<file path="src/rtl/fft_pkg.sv">
// rtl/fft_pkg.sv - shared widths, latency and FSM encoding for fft_mag_peak
// SQ_MAG_EN selects exact squared magnitude instead of alpha-max-beta-min.
package fft_pkg;

  localparam int DEF_DATA_W = 16;

`ifdef SQ_MAG_EN
  localparam int MAG_LAT = 4;
`else
  localparam int MAG_LAT = 3;
`endif

  function automatic int mag_width(input int dw);
`ifdef SQ_MAG_EN
    return 2 * dw + 1;
`else
    return dw + 1;
`endif
  endfunction

  localparam int MAG_W = mag_width(DEF_DATA_W);

  // RAM word packing: {re, im}
  function automatic int re_msb(input int dw);
    return 2 * dw - 1;
  endfunction

  function automatic int re_lsb(input int dw);
    return dw;
  endfunction

  function automatic int im_msb(input int dw);
    return dw - 1;
  endfunction

  localparam int IM_LSB = 0;

  typedef enum logic [1:0] {
    ST_IDLE  = 2'd0,
    ST_READ  = 2'd1,
    ST_DRAIN = 2'd2,
    ST_DONE  = 2'd3
  } state_t;

endpackage

</file>
<file path="src/rtl/fft_mag_calc.sv">
// rtl/fft_mag_calc.sv - registered magnitude pipeline, latency MAG_LAT-1 from RAM data
// SQ_MAG_EN: re*re + im*im over three stages; otherwise saturating abs then alpha-max-beta-min.
module fft_mag_calc
  import fft_pkg::*;
#(
  parameter int DATA_W = DEF_DATA_W,
  localparam int MW = mag_width(DATA_W)
) (
  input  logic              clk,
  input  logic              rst,
  input  logic [DATA_W-1:0] i_re,
  input  logic [DATA_W-1:0] i_im,
  output logic [MW-1:0]     o_mag
);

`ifdef SQ_MAG_EN
  logic signed [2*DATA_W-1:0] r_re, r_im, r_sq_re, r_sq_im;

  always_ff @(posedge clk) begin
    if (rst) begin
      r_re    <= '0;
      r_im    <= '0;
      r_sq_re <= '0;
      r_sq_im <= '0;
      o_mag   <= '0;
    end else begin
      r_re    <= $signed({{DATA_W{i_re[DATA_W-1]}}, i_re});
      r_im    <= $signed({{DATA_W{i_im[DATA_W-1]}}, i_im});
      r_sq_re <= r_re * r_re;
      r_sq_im <= r_im * r_im;
      // Each square is non-negative; the extra bit holds the (-2^(N-1))^2 * 2 case.
      o_mag   <= {1'b0, r_sq_re} + {1'b0, r_sq_im};
    end
  end
`else
  localparam logic [DATA_W-1:0] MOST_NEG = {1'b1, {(DATA_W-1){1'b0}}};

  logic [DATA_W-1:0] w_abs_re, w_abs_im, r_abs_re, r_abs_im, w_max, w_min;

  // The most negative code has no positive twin, so clamp it to full scale.
  assign w_abs_re = (i_re == MOST_NEG) ? ~MOST_NEG : (i_re[DATA_W-1] ? -i_re : i_re);
  assign w_abs_im = (i_im == MOST_NEG) ? ~MOST_NEG : (i_im[DATA_W-1] ? -i_im : i_im);
  assign w_max    = (r_abs_re >= r_abs_im) ? r_abs_re : r_abs_im;
  assign w_min    = (r_abs_re >= r_abs_im) ? r_abs_im : r_abs_re;

  always_ff @(posedge clk) begin
    if (rst) begin
      r_abs_re <= '0;
      r_abs_im <= '0;
      o_mag    <= '0;
    end else begin
      r_abs_re <= w_abs_re;
      r_abs_im <= w_abs_im;
      o_mag    <= {1'b0, w_max} + {1'b0, w_min >> 2} + {1'b0, w_min >> 3};
    end
  end
`endif

endmodule

</file>
<file path="src/rtl/fft_mag_peak.sv">
// rtl/fft_mag_peak.sv - scans the lower half of the FFT RAM, streams magnitudes, tracks the peak bin
// SQ_MAG_EN (in fft_pkg/fft_mag_calc) switches to squared magnitude with one extra pipeline stage.
module fft_mag_peak
  import fft_pkg::*;
#(
  parameter int N_POINTS = 1024,
  parameter int ADDR_W   = 10,
  parameter int DATA_W   = DEF_DATA_W,
  localparam int MW      = mag_width(DATA_W)
) (
  input  logic                clk,
  input  logic                rst,
  input  logic                start,
  output logic [ADDR_W-1:0]   ram_addr,
  input  logic [2*DATA_W-1:0] ram_dout,
  output logic                busy,
  output logic                mag_valid,
  output logic [ADDR_W-1:0]   mag_bin,
  output logic [MW-1:0]       mag_data,
  output logic                done,
  output logic [ADDR_W-1:0]   peak_bin,
  output logic [MW-1:0]       peak_mag
);

  localparam logic [ADDR_W-1:0] LAST_ADDR = ADDR_W'(N_POINTS / 2 - 1);

  state_t             r_state, w_next;
  logic [MAG_LAT-1:0] r_vld;
  logic [ADDR_W-1:0]  r_bin [MAG_LAT];
  logic               w_accept;

  assign w_accept = (r_state == ST_IDLE) && start;

  always_ff @(posedge clk) begin
    if (rst) r_state <= ST_IDLE;
    else     r_state <= w_next;
  end

  always_comb begin
    w_next = r_state;
    busy   = 1'b1;
    done   = 1'b0;
    case (r_state)
      ST_IDLE: begin
        busy = 1'b0;
        if (start) w_next = ST_READ;
      end
      ST_READ:  if (ram_addr == LAST_ADDR) w_next = ST_DRAIN;
      // Leave once the final bin is on the output and nothing follows it.
      ST_DRAIN: if (r_vld[MAG_LAT-1] && !r_vld[MAG_LAT-2]) w_next = ST_DONE;
      ST_DONE: begin
        done   = 1'b1;
        w_next = ST_IDLE;
      end
      default: w_next = ST_IDLE;
    endcase
  end

  always_ff @(posedge clk) begin
    if (rst) begin
      ram_addr <= '0;
    end else if (w_accept) begin
      ram_addr <= '0;
    end else if (r_state == ST_READ && ram_addr != LAST_ADDR) begin
      ram_addr <= ram_addr + 1'b1;
    end
  end

  // Valid/bin delay line matched to the RAM read plus magnitude pipeline.
  always_ff @(posedge clk) begin
    if (rst) begin
      r_vld <= '0;
      for (int i = 0; i < MAG_LAT; i++) r_bin[i] <= '0;
    end else begin
      r_vld    <= {r_vld[MAG_LAT-2:0], r_state == ST_READ};
      r_bin[0] <= ram_addr;
      for (int i = 1; i < MAG_LAT; i++) r_bin[i] <= r_bin[i-1];
    end
  end

  assign mag_valid = r_vld[MAG_LAT-1];
  assign mag_bin   = r_bin[MAG_LAT-1];

  fft_mag_calc #(
    .DATA_W (DATA_W)
  ) u_calc (
    .clk   (clk),
    .rst   (rst),
    .i_re  (ram_dout[re_msb(DATA_W):re_lsb(DATA_W)]),
    .i_im  (ram_dout[im_msb(DATA_W):IM_LSB]),
    .o_mag (mag_data)
  );

  // Strict compare keeps the earliest bin on ties.
  always_ff @(posedge clk) begin
    if (rst || w_accept) begin
      peak_bin <= '0;
      peak_mag <= '0;
    end else if (mag_valid && mag_data > peak_mag) begin
      peak_bin <= mag_bin;
      peak_mag <= mag_data;
    end
  end

endmodule

</file>
<file path="config.mk">
export PLATFORM = sky130hd
export DESIGN_NAME = fft_mag_peak
export DESIGN_NICKNAME = d
export VERILOG_FILES = /design/src/rtl/fft_pkg.sv /design/src/rtl/fft_mag_calc.sv /design/src/rtl/fft_mag_peak.sv
export SDC_FILE = /design/constraint.sdc
export NUM_CORES = 1
export LEC_CHECK = 0
export BUFFER_PORTS_ARGS = -buffer_cell sky130_fd_sc_hd__buf_4
export CAP_MARGIN = 0
export CORE_ASPECT_RATIO = 0.75
export CORE_UTILIZATION = 58
export DETAILED_ROUTE_END_ITERATION = 7
export PLACE_DENSITY = 0.81
export SETUP_SLACK_MARGIN = 0.4
export SYNTH_ARGS = -nofsm -noshare
export SYNTH_HDL_FRONTEND = slang
export SYNTH_HIERARCHICAL = 1
export SYNTH_SLANG_ARGS = --single-unit
</file>
<file path="constraint.sdc">
create_clock -name clk -period 5.1 [get_ports clk]
set_input_delay 0.255 -clock clk [delete_from_list [all_inputs] [get_ports clk]]
set_output_delay 0.255 -clock clk [all_outputs]
set_load 0.05 [all_outputs]
</file>
==> flow_metrics.env <==
export IMPL_switching_share=0.364
export IMPL_slew_headroom=0.149
export IMPL_num_nets_final=946
export IMPL_antenna_found_initial=0
export IMPL_cpPeakStageDelay_ns=0.50
export IMPL_synth_top_cell_area_share=0.360
export IMPL_multi_input_area_um2=3890
export IMPL_hold_path_class="input port to flip-flop"
export IMPL_leakagePower_nw=3.42
export IMPL_cts_tree="done"
export IMPL_skew_ns=0.0162
export IMPL_hold_viol_final=0
export IMPL_post_route_period_util=0.869
export IMPL_pwr_share_clk=0.315
export IMPL_hpwl_um=10500
export IMPL_setup_ws_ns=0.667
export IMPL_syn2layout_area_growth_pct=19.8
export IMPL_p_int_mw=2.20
export IMPL_drt_iter0_markers=310
export IMPL_ys_flop_type="dfxtp_1"
export IMPL_synth_avg_cell_area_um2=8.87
export IMPL_port_buffers=101
export IMPL_path_common_cell="inv_1"
export IMPL_ff_latch_area_um2=2420
export IMPL_max_cap_violations=0
export IMPL_yosys_top_cells_area="dfxtp_1 36%, ha_1 11%, mux2i_1 5.8%"
export IMPL_p_comb_frac=0.363
export IMPL_drt_pass1_iter_count=5
export IMPL_final_util=0.725
export IMPL_grt_max_degree=89
export IMPL_tightest_slew_ns=1.27
export IMPL_yosysWarningCount=6
export IMPL_via_per_inst=5.44
export IMPL_vdd_ir_drop_worst_mv=0.302
export IMPL_criticalPathCategory="flip-flop to flip-flop"
export IMPL_drc=0
export IMPL_grt_usage=0.247
export IMPL_cp_start_kind="flip-flop"
export IMPL_pwr_density_cell_nw_per_um2=429
export IMPL_grt_pass1_vias=5099
export IMPL_yosysMostFrequentCell="dfxtp_1"
export IMPL_gp_congestion=0.960
export IMPL_synth_cell_types=61
export IMPL_synth_seq_cells=121
export IMPL_synthCells=758
export IMPL_cp_data_required_time_ns=5.39
export IMPL_dr_total_vias=5416
export IMPL_wl_per_cell_um=14.3
export IMPL_fill_cells=797
export IMPL_die_w_um=126
export IMPL_cp_data_arrival_time_ns=4.73
export IMPL_die_h_um=95.3
export IMPL_end_kind="flip-flop"
export IMPL_crit_chain="inv_1, ha_1, nand2b_1, a2111o_1, a31oi_1, o211ai_1, buf_6, mux2_2, inv_1, fa_1, inv_1, ha_1, a211oi_2, o2111ai_1, o211ai_1, o21ai_2, o31ai_2, mux2_2"
export IMPL_syn_nets=862
export IMPL_finalWirelength_um=14200
export IMPL_sequentialPowerShare=0.322
export IMPL_yosysSeqAreaShare=0.360
export IMPL_ios=102
export IMPL_grt_pass1_wl_um=23800
export IMPL_synth_common_cells="121 x dfxtp_1, 92 x nand2_1, 63 x inv_1"
export IMPL_clock_sinks=121
export IMPL_setup_viol=0
export IMPL_postRouteAntennaNets=0
export IMPL_cts_made_buffers=17
export IMPL_grt_ovfl_total=0
export IMPL_slew_viol_final=0
export IMPL_drive_above_1_share=0.184
export IMPL_placed_area_um2=7470
export IMPL_clk_insertion_delay_late_ns=0.41
export IMPL_dp_slack_ns=0.437
export IMPL_outcome="finished, final reports clean"
export IMPL_fmaxAchievable_mhz=226
export IMPL_switchingPower_mw=1.26
export IMPL_antenna_cells_inserted=0
export IMPL_syn_area_um2=6730
export IMPL_final_min_clock_period_ns=4.43
export IMPL_crit_slowest_cell="fa_1"
export IMPL_postSynth_asyncResetShare=0
export IMPL_clk_pin_slew_worst_paths_ns=0.05
export IMPL_rsz0062_at_grt="yes"
export IMPL_core_area_um2=11100
export IMPL_tns_ns=0
export IMPL_cts_root_buf="clkbuf_16"
export IMPL_crit_fanout=35
export IMPL_htree_num_levels=4
export IMPL_synth_edff_count=0
export IMPL_rows=33
export IMPL_finalInstanceArea_um2=8060
export IMPL_clk_path_buf_depth=2
export IMPL_initial_core_util=0.605
export IMPL_die_area_um2=12000
export IMPL_power_mw=3.46
export IMPL_yosysTopAreaCell="dfxtp_1"
[timing repair]
action                     in CTS  in global routing
gates resized for setup         1                  6
hold endpoints to repair        0                  0
setup endpoints to repair       1                  2
hold buffers                    0                  0
buffers inserted                0                  1
pin swaps                       0                  2
[path summary, 6_finish.rpt]
kind	startpoint	endpoint	slack [ns]	cells past startpoint
worst min register to register	r_bin[0][11]	r_bin[0][21]	0.44	1
worst max-delay path	u_calc/r_abs_re[0]	u_calc/o_mag[14]	0.67	18
worst min-delay path	ram_dout[10]	u_calc/r_abs_im[10]	0.08	2
worst max register to register	u_calc/r_abs_re[0]	u_calc/o_mag[14]	0.67	18
[worst max-delay path: cells and delay by family, from the launching register on]
family          cells  cell delay [ns]
flops               1             0.33
fa+ha+maj           3             1.15
simple gates        1             0.14
compound gates      8             1.72
buf+inv             4             0.37
mux                 2             0.62
[cell type report]
cell class | count | share of cell area
Timing Repair Buffer | 104 | 0.0974
Inverter | 63 | 0.0294
Tap cell | 140 | 0.0217
Clock inverter | 12 | 0.0126
Clock buffer | 20 | 0.0554
Sequential cell | 121 | 0.301
Multi-Input combinational cell | 535 | 0.483
[layer usage]
metal | GRT usage | part of all wire
met5 | 0 | 0
met4 | 0.0884 | 0.016
met3 | 0.0516 | 0.045
met2 | 0.400 | 0.45
met1 | 0.330 | 0.49
[power by group through the flow]
stage,clock network (mW),registers [mW],logic (mW)
finish,1.09,1.11,1.25
global route,1.16,1.12,1.39
CTS,1.11,1.11,1.24
detailed placement,0,1.13,1.22
global placement,0,1.13,1.18
floorplan,0,1.29,0.745
[per-stage QoR]
step                      hold slack (ns)  instances
after global placement              0.420        962
after global routing               0.0946        995
after CTS                          0.0663        994
final                              0.0765        995
after detailed placement            0.424        962
after floorplan                     0.377        758
[logic make-up (layout without fill, tap and decap cells)]
logic type                 count (synthesis)  count (layout)  synth area share
and+or+nand+nor                          239             239             0.174
muxes                                     48              48            0.0731
AOI/OAI and AO/OA                        137             137             0.129
DFF                                      121             121             0.360
xor gates and xnor gates                  41              41            0.0534
adders and majority gates                 70              70             0.142
buffers and inverters                    102             199            0.0685
[sequential cells by signal (all words and copies together) (netlist names)]
signal           flops
r_state              2
r_bin               30
ram_addr            10
u_calc/o_mag        17
peak_mag            17
u_calc/r_abs_re     16
peak_bin            10
r_vld                3
u_calc/r_abs_im     16
[placed cells by master, fill, tap and decap left out, types with 5 or more instances in the layout]
cell,instances
dfxtp_1,121
buf_4,103
nand2_1,92
inv_1,63
ha_1,58
a21oi_1,46
nor2_1,41
nor2b_1,39
mux2i_1,38
o21ai_0,32
xor2_1,25
clkbuf_16,17
nor3_1,16
xnor2_1,16
fa_1,11
mux2_2,9
nand3_1,7
a211oi_1,7
o21a_1,7
o211ai_1,6
or3_1,6
nor4_1,6
nand4_1,5
and3_1,5
clkinv_2,5
clkinvlp_4,5
nand2b_1,5
o31ai_1,5
(Power assumes the default switching activity.)
